**src/rtl/light_phase_ctrl.sv**
```systemverilog
// Two-road traffic light phase controller: timed main/country phases with
// car-sensor truncation, pedestrian requests and a flashing-yellow mode.
module light_phase_ctrl #(
  parameter int G_MAIN  = 25,
  parameter int G_PEAK  = 40,
  parameter int G_CTRY  = 15,
  parameter int Y_TIME  = 3,
  parameter int T_TRUNC = 5
) (
  input  logic       clk,
  input  logic       rst,
  input  logic       tick,
  input  logic       Cm,
  input  logic       Cc,
  input  logic       PQm,
  input  logic       PQc,
  input  logic       peak,
  input  logic       set,
  output logic [2:0] m_led,
  output logic [2:0] c_led,
  output logic [7:0] cnt,
  output logic [1:0] phase,
  output logic       walk_m,
  output logic       walk_c
);

  typedef enum logic [2:0] {
    M_GREEN  = 3'd0,
    M_YELLOW = 3'd1,
    C_GREEN  = 3'd2,
    C_YELLOW = 3'd3,
    FLASH    = 3'd4
  } state_t;

  localparam logic [7:0] GM = 8'(G_MAIN);
  localparam logic [7:0] GP = 8'(G_PEAK);
  localparam logic [7:0] GC = 8'(G_CTRY);
  localparam logic [7:0] YT = 8'(Y_TIME);
  localparam logic [7:0] TT = 8'(T_TRUNC);

  state_t     state_q, state_d;
  logic [7:0] cnt_q, cnt_d;
  logic       pend_m_q, pend_m_d, pend_c_q, pend_c_d;
  logic       blink_q, blink_d;
  logic [2:0] m_led_q, c_led_q;
  logic [1:0] phase_q;
  logic       walk_m_q, walk_c_q;
  logic [7:0] gm_load;

  assign gm_load = peak ? GP : GM;

  always_comb begin
    state_d  = state_q;
    cnt_d    = cnt_q;
    pend_m_d = pend_m_q;
    pend_c_d = pend_c_q;
    blink_d  = blink_q;
    if (!set) begin
      if (state_q != FLASH) begin
        state_d  = FLASH;
        cnt_d    = 8'd0;
        pend_m_d = 1'b0;
        pend_c_d = 1'b0;
        blink_d  = 1'b1;
      end else if (tick) begin
        blink_d = ~blink_q;
      end
    end else if (state_q == FLASH) begin
      // leaving flash: the coincident tick is not counted
      state_d  = M_GREEN;
      cnt_d    = gm_load;
      pend_m_d = PQm;
      pend_c_d = 1'b0;
    end else begin
      if (PQm && state_q != C_GREEN) pend_m_d = 1'b1;
      if (PQc && state_q != M_GREEN) pend_c_d = 1'b1;
      if (tick) begin
        case (state_q)
          M_GREEN:
            if (cnt_q == 8'd1) begin
              if (Cc || pend_m_q) begin
                state_d = M_YELLOW;
                cnt_d   = YT;
              end else begin
                cnt_d = gm_load;
              end
            end else if (((Cc && !Cm) || pend_m_q) && cnt_q > TT) cnt_d = TT;
            else cnt_d = cnt_q - 8'd1;
          M_YELLOW:
            if (cnt_q == 8'd1) begin
              state_d  = C_GREEN;
              cnt_d    = GC;
              pend_m_d = 1'b0;
            end else cnt_d = cnt_q - 8'd1;
          C_GREEN:
            if (cnt_q == 8'd1) begin
              state_d = C_YELLOW;
              cnt_d   = YT;
            end else if (!Cc && cnt_q > TT) cnt_d = TT;
            else cnt_d = cnt_q - 8'd1;
          C_YELLOW:
            if (cnt_q == 8'd1) begin
              state_d  = M_GREEN;
              cnt_d    = gm_load;
              pend_c_d = 1'b0;
            end else cnt_d = cnt_q - 8'd1;
          default: ;
        endcase
      end
    end
  end

  // outputs are registered from the next state so they line up with state_q
  always_ff @(posedge clk or negedge rst) begin
    if (!rst) begin
      state_q  <= M_GREEN;
      cnt_q    <= GM;
      pend_m_q <= 1'b0;
      pend_c_q <= 1'b0;
      blink_q  <= 1'b0;
      m_led_q  <= 3'b001;
      c_led_q  <= 3'b100;
      phase_q  <= 2'b00;
      walk_m_q <= 1'b0;
      walk_c_q <= 1'b1;
    end else begin
      state_q  <= state_d;
      cnt_q    <= cnt_d;
      pend_m_q <= pend_m_d;
      pend_c_q <= pend_c_d;
      blink_q  <= blink_d;
      phase_q  <= (state_d == FLASH) ? 2'b01 : state_d[1:0];
      walk_m_q <= (state_d == C_GREEN);
      walk_c_q <= (state_d == M_GREEN);
      case (state_d)
        M_GREEN:  begin m_led_q <= 3'b001; c_led_q <= 3'b100; end
        M_YELLOW: begin m_led_q <= 3'b010; c_led_q <= 3'b100; end
        C_GREEN:  begin m_led_q <= 3'b100; c_led_q <= 3'b001; end
        C_YELLOW: begin m_led_q <= 3'b100; c_led_q <= 3'b010; end
        default:  begin m_led_q <= {1'b0, blink_d, 1'b0}; c_led_q <= {1'b0, blink_d, 1'b0}; end
      endcase
    end
  end

  assign m_led  = m_led_q;
  assign c_led  = c_led_q;
  assign cnt    = cnt_q;
  assign phase  = phase_q;
  assign walk_m = walk_m_q;
  assign walk_c = walk_c_q;

endmodule

```
**config.mk**
```make
export PLATFORM = sky130hd
export DESIGN_NAME = light_phase_ctrl
export DESIGN_NICKNAME = d
export VERILOG_FILES = /design/src/rtl/light_phase_ctrl.sv
export SDC_FILE = /design/constraint.sdc
export NUM_CORES = 1
export LEC_CHECK = 0
export ABC_AREA = 1
export BUFFER_PORTS_ARGS = -buffer_cell sky130_fd_sc_hd__buf_2
export CAP_MARGIN = 20
export CORE_ASPECT_RATIO = 2
export CORE_MARGIN = 4
export CORE_UTILIZATION = 42
export CTS_CLUSTER_DIAMETER = 40
export CTS_CLUSTER_SIZE = 25
export DETAILED_ROUTE_END_ITERATION = 7
export SLEW_MARGIN = 20
export SYNTH_ARGS = -nofsm -noshare
export SYNTH_HDL_FRONTEND = slang
export SYNTH_SLANG_ARGS = --single-unit
```
**constraint.sdc**
```tcl
create_clock -name clk -period 3.6 [get_ports clk]
set_input_delay 1.08 -clock clk [delete_from_list [all_inputs] [get_ports clk]]
set_output_delay 1.08 -clock clk [all_outputs]
set_load 0.005 [all_outputs]
```
==> results of run 1 <==
-- cell usage after synthesis, types with 2 or more instances --
master	number
a21oi_1	8
nor2_1	18
nand4_1	2
o21ai_0	6
nand2_2	9
inv_2	7
nand2_1	72
nand3_1	17
inv_1	26
nor2_4	3
nor3_1	4
dfstp_2	6
nor2_2	5
o21ai_2	2
ha_1	2
dfrtp_1	17
xor2_1	5
-- how the worst max path moves through the flow --
stage                        from                 end  slack, ns  cells past startpoint
3_5_place_dp                  set  cnt[6]$_DFFE_PN0P_       1.27                      8
2_1_floorplan                  Cc  c_led[1]$_DFF_PN0_       1.66                      6
4_1_cts        cnt[4]$_DFFE_PN1P_              cnt[4]       1.47                      1
6_report       cnt[4]$_DFFE_PN1P_              cnt[4]       1.49                      1
3_3_place_gp                  set  cnt[6]$_DFFE_PN0P_       1.26                      8
5_1_grt        cnt[0]$_DFFE_PN1P_  cnt[4]$_DFFE_PN1P_       1.38                     14
-- cells by family after synthesis --
kind of cell | share of synthesized area (%)
AO/OA/AOI/OAI | 9.45
adder cells (fa/ha/maj) | 1.60
XOR/XNOR | 2.80
AND/OR/NAND/NOR | 40.3
buffers and inverters | 8.57
flip-flops | 37.3
-- stage by stage --
step           std cells  hold slack (ns)  power (mW)  setup WS, ns
6_report             298            0.501       0.801          1.49
5_1_grt              298            0.539       0.878          1.38
4_1_cts              298            0.510       0.813          1.47
3_5_place_dp         294            0.485       0.643          1.27
3_3_place_gp         294            0.485       0.641          1.26
2_1_floorplan        221            0.465       0.552          1.66
-- state kept, by name, summed over array words and instances (netlist names) --
| signal | flops |
|---|---|
| phase | 2 |
| m_led | 3 |
| c_led | 3 |
| state_q | 3 |
| blink_q | 1 |
| cnt | 8 |
| pend_m_q | 1 |
| walk_m | 1 |
| walk_c | 1 |
-- report_power, final --
part	internal [mW]	switching, mW	total (mW)	leakage [nW]
logic	0.114	0.199	0.313	0.688
registers	0.293	0.0302	0.323	0.285
clock network	0.0776	0.0873	0.165	0.0255
total	0.484	0.317	0.801	0.999
-- final cells by class --
cell class | count | area, um^2
clock buffers | 3 | 41.3
clock inverters | 1 | 5.00
fillers | 397 | 1820
inverters | 34 | 129
multi-input cells | 163 | 846
flip-flops and latches | 23 | 583
well taps | 49 | 61.3
repair buffers | 25 | 125
-- layer usage --
layer / part of all wire (%) / up-vias
met5: 0 / -
met4: 2.5 / 0
met3: 1.9 / 7
met2: 62 / 28
met1: 33 / 676
li1: - / 746
==> run_results.csv, run 1 <==
group,metric,value,unit
run_status,outcome,"finished, final reports clean",
grt,track_usage,19.6,%
run,drv_cap,0,
logic_synthesis,yosys-top-cells-area,"dfrtp_1 27%, nand2_1 17%, dfstp_2 10%, inv_1 6.2%, nand3_1 5.4%",
setup_path,startpoint_type,"flop",
cts,htree_num_levels,1,
cts,cts_root_buf,"clkbuf_8",
grt,grt_max_degree,24,
worst_hold_path,hold_path_depth,2,
setup_path,worst-path-buf-inv,1,
logic_synthesis,synth_edf_count,0,
route,remaining_drc_errors,0,
placement,post-dp-hpwl,3.30,mm
timing,worstMarginPinSlew,0.516,ns
logic_synthesis,synth_top_cell_by_area,"dfrtp_1",
cts,cts_made_buffers,3,
cts,path_clk_slew,0.08,ns
placement,numPortBuffers,25,
die,die_h,94.3,um
route,drtIter0Drc,39,
pwr,ir_drop,0.247,mV
setup_path,critPathKind,"reg2out",
logic_synthesis,syn_inst,221,
setup_path,cp-end-kind,"output pin",
final_layout,diodes,0,
final_layout,final_cell_mix,"72 x nand2_1, 26 x inv_1, 25 x buf_2",
final_layout,syn2layout_area_growth,14.6,%
die,dieArea,4820,um^2
worst_hold_path,whs_endpoint,"pend_m_q$_DFFE_PN0P_",
worst_hold_path,hold_class,"reg2reg",
logic_synthesis,yosys_register_bits,23,
final_layout,nets,261,
setup_path,slowest_delay,0.62,ns
grt,use_met3,1.91,%
setup_path,r2r-start,"cnt[0]$_DFFE_PN1P_",
final_layout,final_common_cell,"nand2_1",
die,die_w,51.1,um
route,post_drt_wl_per_cell,13.5,um
cts,cts_tree,"built",
timing,slew_headroom,65.6,%
timing,hold_viol_final,0,
timing,rsz0062_at_grt,"no",
timing,fmax,0.473,GHz
logic_synthesis,synth_cell_types,29,
route,vias,1457,
timing,post-route-min-period,2.11,ns
grt,antenna_found_initial,0,
route,viasPerCell,4.89,
setup_path,cp.required,2.52,ns
pwr,power.density,447,nW/um^2
die,io-pin-count,27,
logic_synthesis,syn_area,1560,um^2
logic_synthesis,seq_area_frac_synth,37.3,%
logic_synthesis,synthesis.nets,232,
logic_synthesis,yosys_warnings,0,
worst_hold_path,hp-start,"pend_m_q$_DFFE_PN0P_",
grt,met2_usage,39.7,%
route,antenna_left,0,
die,core-area,3610,um^2
grt,grt-ovfl-total,0,
logic_synthesis,synthArstFlopShare,100,%
setup_path,worstReg2RegEnd,"cnt[1]$_DFFE_PN0P_",
setup_path,cp_slowest_cell,"dfstp_2",
grt,busiest_layer,"met2",
die,initial_core_util,43.3,%
route,drt_wl_total,4.02,mm
setup_path,reg2reg_depth,12,
pwr,p_leak,0.999,nW
cts,clock_path_buffers,2,
die,rows,31,
placement,gp_congestion,0.876,
cts,cts_sinks,23,
setup_path,cp.arrival,1.03,ns
timing,setup_violations,0,
cts,clock_latency,0.27,ns
setup_path,path_delay_family,"flip-flops",
timing,finClkSkew,0.00276,ns
logic_synthesis,syn_area_per_cell,7.07,um^2
final_layout,drive_above_1_share,26.9,%
grt,grt_pass1_vias,1521,
placement,post_dp_cell_area,1740,um^2
final_layout,final_util,49.6,%
cts,cts_resized,0,
timing,finalMaxSlewViolations,0,
setup_path,r2r_slack,1.62,ns
grt,grt_pass1_wl,6.88,mm
final_layout,fin_area,1790,um^2
logic_synthesis,yosysTopAreaCellShare,27.2,%
route,firstDrtPassIters,5,
grt,gr-usage-met1,18.2,%
cts,post_cts_buffers,0,
timing,min_period_over_period,58.7,%
cts,hold_buffers,0,
timing,fin_setup_tns,0,ns
setup_path,path_cells,"buf_2",
setup_path,cp_max_fo,7,
logic_synthesis,synth-main-ff-cell,"dfrtp_1",
(Power assumes the default switching activity.)
==> inputs of run 2 (changes only) <==
Settings changed: ABC_AREA 1 to 0, PLACE_DENSITY from default to 0.65.
Clock period 3.6 ns to 1.8 ns, I/O delays scaled along.
==> run 2 against run 1 <==
Net effect: the run now ends with negative setup slack left; clock power rose by 110%; sequential share of layout area down 5.6 points; first-iteration DRC count up 82%; non-clock buffer count is 44 higher; die area decreased by 2.9%; power grew 130%; synthesized area shrank 3.3%; synthesized cell count shrank 25%; clock skew grew 0.0011 ns; cell count is 6.4% lower; register-to-register slack worse by 2.0 ns; largest power group is now combinational cells.
==> run_results.csv, run 2 <==
group,metric,value,unit
grt,grt_pass1_wl,7.88,mm
route,vias,1607,
die,io-pin-count,27,
grt,grt-ovfl-total,0,
timing,hold_viol_final,0,
route,firstDrtPassIters,4,
die,rows,30,
timing,rsz0062_at_grt,"yes",
logic_synthesis,synth-main-ff-cell,"dfrtp_1",
logic_synthesis,synthesis.nets,177,
die,initial_core_util,44.2,%
placement,post-dp-hpwl,3.64,mm
timing,finalMaxSlewViolations,0,
setup_path,cp_slowest_cell,"dfstp_2",
logic_synthesis,synthArstFlopShare,100,%
final_layout,final_common_cell,"buf_4",
timing,hold_slack,0.239,ns
die,die_h,92.8,um
pwr,p_leak,0.971,nW
logic_synthesis,synth_edf_count,0,
logic_synthesis,syn_area,1510,um^2
final_layout,final_cell_mix,"43 x buf_4, 25 x buf_2, 17 x dfrtp_1",
route,drtIter0Drc,71,
final_layout,final_util,63.4,%
final_layout,drive_above_1_share,49.4,%
route,drt_wl_total,4.86,mm
pwr,ir_drop,0.604,mV
timing,fmax,0.468,GHz
cts,hold_buffers,0,
setup_path,slowest_delay,0.58,ns
route,post_drt_wl_per_cell,17.4,um
worst_hold_path,hold_class,"in2async",
grt,antenna_found_initial,0,
grt,grt_max_degree,24,
timing,min_period_over_period,119,%
setup_path,startpoint_type,"flop",
route,antenna_left,0,
run,drv_cap,0,
setup_path,path_cells,"inv_2, ha_4, or3b_4, a32oi_4, a2111oi_4, a21o_1, a22o_1",
die,die_w,50.4,um
cts,path_clk_slew,0.09,ns
placement,dp_cells,268,
setup_path,cp.arrival,2.30,ns
setup_path,cp-end-kind,"flop",
final_layout,largest_reg_flops,8,
timing,worst_slack,-0.337,ns
grt,track_usage,22.1,%
setup_path,worst-path-buf-inv,1,
cts,cts_root_buf,"clkbuf_8",
logic_synthesis,yosysMostFrequentCell,"dfrtp_1",
logic_synthesis,yosys_warnings,0,
pwr,power.density,852,nW/um^2
die,dieArea,4680,um^2
pwr,p_total,1.84,mW
logic_synthesis,seq_area_frac_synth,38.6,%
final_layout,fin_cells,279,
placement,numPortBuffers,25,
setup_path,cp_max_fo,5,
cts,cts_made_buffers,3,
cts,htree_num_levels,1,
cts,clock_path_buffers,2,
logic_synthesis,syn_inst,166,
logic_synthesis,yosys-top-cells-area,"dfrtp_1 28%, dfstp_2 10%, nand2_1 3.7%, a21oi_1 3.6%, nand3_1 3.0%",
final_layout,num-fill-cells,277,
final_layout,diodes,0,
logic_synthesis,synthTopCellsByCount,"17 x dfrtp_1, 15 x nand2_1, 11 x a21oi_1, 11 x nor2_1, 9 x nand3_1",
placement,dp_slack,-0.340,ns
timing,setup_violations,21,
run_status,outcome,"finished with violations",
run_status,violations,"negative setup slack",
cts,cts_tree,"built",
timing,slew_headroom,63.7,%
logic_synthesis,syn_area_per_cell,9.11,um^2
route,remaining_drc_errors,0,
grt,grt_pass1_vias,1776,
setup_path,cp.required,1.97,ns
timing,worstMarginPinSlew,0.545,ns
setup_path,critPathKind,"reg2reg",
final_layout,nets,243,
placement,gp_congestion,0.891,
die,core-area,3420,um^2
route,viasPerCell,5.76,
logic_synthesis,yosysTopAreaCellShare,28.1,%
setup_path,path_delay_family,"compound AO/OA/AOI/OAI gates",
logic_synthesis,synth_top_cell_by_area,"dfrtp_1",
timing,post-route-min-period,2.14,ns
final_layout,syn2layout_area_growth,43.2,%
cts,clock_latency,0.27,ns
timing,finClkSkew,0.00391,ns
logic_synthesis,yosys_register_bits,23,
logic_synthesis,synth_cell_types,51,
cts,cts_sinks,23,
-- run 2: changes by cell type in the layout (fill, tap and decap cells not counted), moves of 5 or more --
| cell | delta |
|---|---|
| nand2_1 | -58 |
| buf_4 | +43 |
| inv_1 | -21 |
| nand3_1 | -11 |
| nand2_2 | -8 |
| nor2_1 | -7 |
| nand2b_1 | +5 |
| nor2_2 | -5 |
| xor2_1 | -5 |
-- run 2: final cells by class --
cell class / count / area (um^2) / area share (%)
Multi-Input combinational cell: 127 / 986 / 45.5
Clock buffer: 3 / 41.3 / 1.91
Tap cell: 48 / 60.1 / 2.77
Inverter: 8 / 30.0 / 1.39
Timing Repair Buffer: 69 / 459 / 21.2
Sequential cell: 23 / 583 / 26.9
Clock inverter: 1 / 5.00 / 0.231
-- run 2: what timing repair did --
action / CTS / global route
pin swaps: 9 / 4
hold endpoints to repair: 0 / 0
setup endpoints to repair: 21 / 21
cloned: 1 / 0
gates resized for setup: 14 / 8
setup buffers: 4 / 2
-- run 2: cells by family after synthesis --
family	share of synthesized area, %
adder cells (fa/ha/maj)	1.66
multiplexers	0.662
AO/OA/AOI/OAI	27.9
AND/OR/NAND/NOR	24.1
XOR/XNOR	1.74
buffers and inverters	5.38
flip-flops	38.6
-- run 2: worst register-to-register path, delay by kind of cell, from the launching register on --
family	cells	cell delay (ns)
buffers and inverters	1	0.06
and+or+nand+nor	1	0.42
AOI/OAI and AO/OA	4	0.82
adders and majority gates	1	0.15
DFF	1	0.58
-- run 2: where the power goes --
part	total (mW)	switching, mW	internal (mW)
clock	0.341	0.185	0.155
sequential	0.620	0.0408	0.580
combinational	0.883	0.441	0.442
total	1.84	0.668	1.18
-- run 2: through the flow --
stage	TNS, ns	area, um^2
6_report	-3.81	2160
4_1_cts	-3.48	2120
3_3_place_gp	-2.80	1960
5_1_grt	-5.87	2160
3_5_place_dp	-3.35	1960
2_1_floorplan	-1.08	1540
-- run 2: final timing paths --
path	from	to	slack [ns]	depth (start not counted)
max in group asynchronous	rst	m_led[0]$_DFF_PN1_	1.19	1
worst min-delay path	rst	cnt[5]$_DFFE_PN0P_	0.24	1
worst min register to register	blink_q$_DFF_PN0_	blink_q$_DFF_PN0_	0.54	1
worst max-delay path	cnt[0]$_DFFE_PN1P_	cnt[6]$_DFFE_PN0P_	-0.34	7
min in group clk	set	phase[0]$_DFF_PN0_	0.51	2
worst max register to register	cnt[0]$_DFFE_PN1P_	cnt[6]$_DFFE_PN0P_	-0.34	7
-- run 2: layer usage --
metal  vias up  track usage [%]  wire length [um]
li1        742                -                 -
met1       775             20.1              1670
met2        63             41.8              2710
met3        27             2.74               182
met4         0             16.9               296
met5         -                0                 0
==> inputs of run 3 (changes only) <==
Settings changed: SKIP_LAST_GASP from default to 1.
==> run 3 against run 2 <==
Net effect: the flow still finishes with violations (negative setup slack); register-to-register slack about the same; first-iteration DRC count down 15%; count of clock-buffer cells in the layout unchanged; core utilization unchanged; via count down 0.44%; die area unchanged; worst hold slack worse by 0.0012 ns; critical path type unchanged; largest power group unchanged.
==> run_results.csv, run 3 (synthesized netlist as in run 2, its figures left out) <==
group,metric,value,unit
timing,post-route-min-period,2.13,ns
timing,finClkSkew,0.00199,ns
timing,rsz0062_at_grt,"yes",
pwr,p_seq_share,33.7,%
run_status,outcome,"finished with violations",
worst_hold_path,hold_class,"in2async",
timing,hold_viol_final,0,
placement,dp_cells,268,
route,firstDrtPassIters,4,
final_layout,fin_area,2160,um^2
setup_path,startpoint,"cnt[0]$_DFFE_PN1P_",
pwr,power_switching,667,uW
cts,cts_made_buffers,3,
pwr,combPwrFrac,48.0,%
setup_path,cp-end-kind,"flop",
timing,slew_headroom,64.4,%
grt,track_usage,22.1,%
pwr,sw_frac_of_total,36.2,%
cts,htree_num_levels,1,
route,viasPerCell,5.73,
final_layout,syn2layout_area_growth,43.2,%
grt,grt_pass1_wl,7.88,mm
route,vias,1600,
grt,grt_max_degree,24,
timing,hold_slack,0.238,ns
timing,setup_violations,21,
setup_path,r2r-start,"cnt[0]$_DFFE_PN1P_",
timing,fmax,0.470,GHz
timing,min_period_over_period,118,%
placement,dp_slack,-0.340,ns
die,dieArea,4680,um^2
die,rows,30,
route,met2_length,2.74,mm
route,post_drt_wl_per_cell,17.5,um
pwr,internal_power,1.18,mW
route,met3_length,173,um
final_layout,drive_above_1_share,49.4,%
pwr,p_leak,0.971,nW
pwr,p_total,1.84,mW
final_layout,fin_cells,279,
setup_path,startpoint_type,"flop",
placement,gp_congestion,0.891,
grt,grt-ovfl-total,0,
timing,worst_slack,-0.329,ns
cts,cts_tree,"built",
final_layout,final_common_cell,"buf_4",
cts,cts_root_buf,"clkbuf_8",
final_layout,diodes,0,
cts,clock_latency,0.27,ns
setup_path,cp.arrival,2.30,ns
setup_path,critPathKind,"reg2reg",
final_layout,largest_reg_flops,8,
die,io-pin-count,27,
timing,finalMaxSlewViolations,0,
cts,path_clk_slew,0.09,ns
die,core-area,3420,um^2
pwr,power.density,852,nW/um^2
cts,cts_sinks,23,
final_layout,num-fill-cells,277,
die,die_w,50.4,um
run,drv_cap,0,
placement,post_dp_cell_area,1960,um^2
setup_path,cp_max_fo,5,
route,remaining_drc_errors,0,
placement,numPortBuffers,25,
pwr,ir_drop,0.597,mV
grt,antenna_found_initial,0,
placement,post-dp-hpwl,3.64,mm
route,met1_length,1.68,mm
route,antenna_left,0,
cts,clock_path_buffers,2,
die,die_h,92.8,um
route,drtIter0Drc,60,
final_layout,nets,243,
timing,worstMarginPinSlew,0.534,ns
die,initial_core_util,44.2,%
run_status,violations,"negative setup slack",
final_layout,final_cell_mix,"43 x buf_4, 25 x buf_2, 17 x dfrtp_1",
route,top_layer_used,"met4",
setup_path,cp.required,1.97,ns
grt,grt_pass1_vias,1774,
route,drt_wl_total,4.87,mm
pwr,p_clk_share,18.4,%
## run 3: critical path: stages, from the launching register on
cell	delay (ns)
dfstp_2	0.57
inv_2	0.06
ha_4	0.15
or3b_4	0.42
a32oi_4	0.30
a2111oi_4	0.15
a21o_1	0.20
a22o_1	0.17
## run 3: timing repair
item / CTS / global route
hold buffers: 0 / 0
cloned: 1 / 0
pin swaps: 5 / 6
resized for setup: 14 / 8
hold endpoints to repair: 0 / 0
endpoints found under the setup margin: 21 / 21
setup buffers: 4 / 2
## run 3: area by class of cell
class | instances | area [um^2] | share of cell area (%)
Tap cell | 48 | 60.1 | 2.77
Sequential cell | 23 | 583 | 26.9
Clock inverter | 1 | 5.00 | 0.231
Clock buffer | 3 | 41.3 | 1.91
Timing Repair Buffer | 69 | 459 | 21.2
Multi-Input combinational cell | 127 | 986 | 45.5
Inverter | 8 | 30.0 | 1.39
## run 3: layer usage
metal / up-vias / global-route usage [%]
met2: 67 / 41.8
li1: 741 / -
met1: 767 / 20.1
met5: - / 0
met4: 0 / 16.9
met3: 25 / 2.74
## run 3: final timing paths
kind	to	slack (ns)	depth (start not counted)
max	cnt[6]$_DFFE_PN0P_	-0.33	7
min	cnt[5]$_DFFE_PN0P_	0.24	1
max reg2reg	cnt[6]$_DFFE_PN0P_	-0.33	7
min reg2reg	blink_q$_DFF_PN0_	0.54	1
max in group asynchronous	m_led[0]$_DFF_PN1_	1.20	1
min in group clk	phase[0]$_DFF_PN0_	0.51	2
## run 3: per-stage QoR
step           TNS (ns)  util (%)
4_1_cts           -3.55      62.0
2_1_floorplan     -1.08         -
6_report          -3.76      63.4
3_3_place_gp      -2.80      57.5
3_5_place_dp      -3.35      57.5
5_1_grt           -5.87      63.4
## run 3: power groups by stage
stage	Combinational (mW)	Sequential (mW)	Clock [mW]
floorplan	0.445	0.641	0
global route	0.957	0.626	0.359
global placement	0.750	0.626	0
detailed placement	0.762	0.630	0
finish	0.885	0.620	0.338
CTS	0.848	0.621	0.343
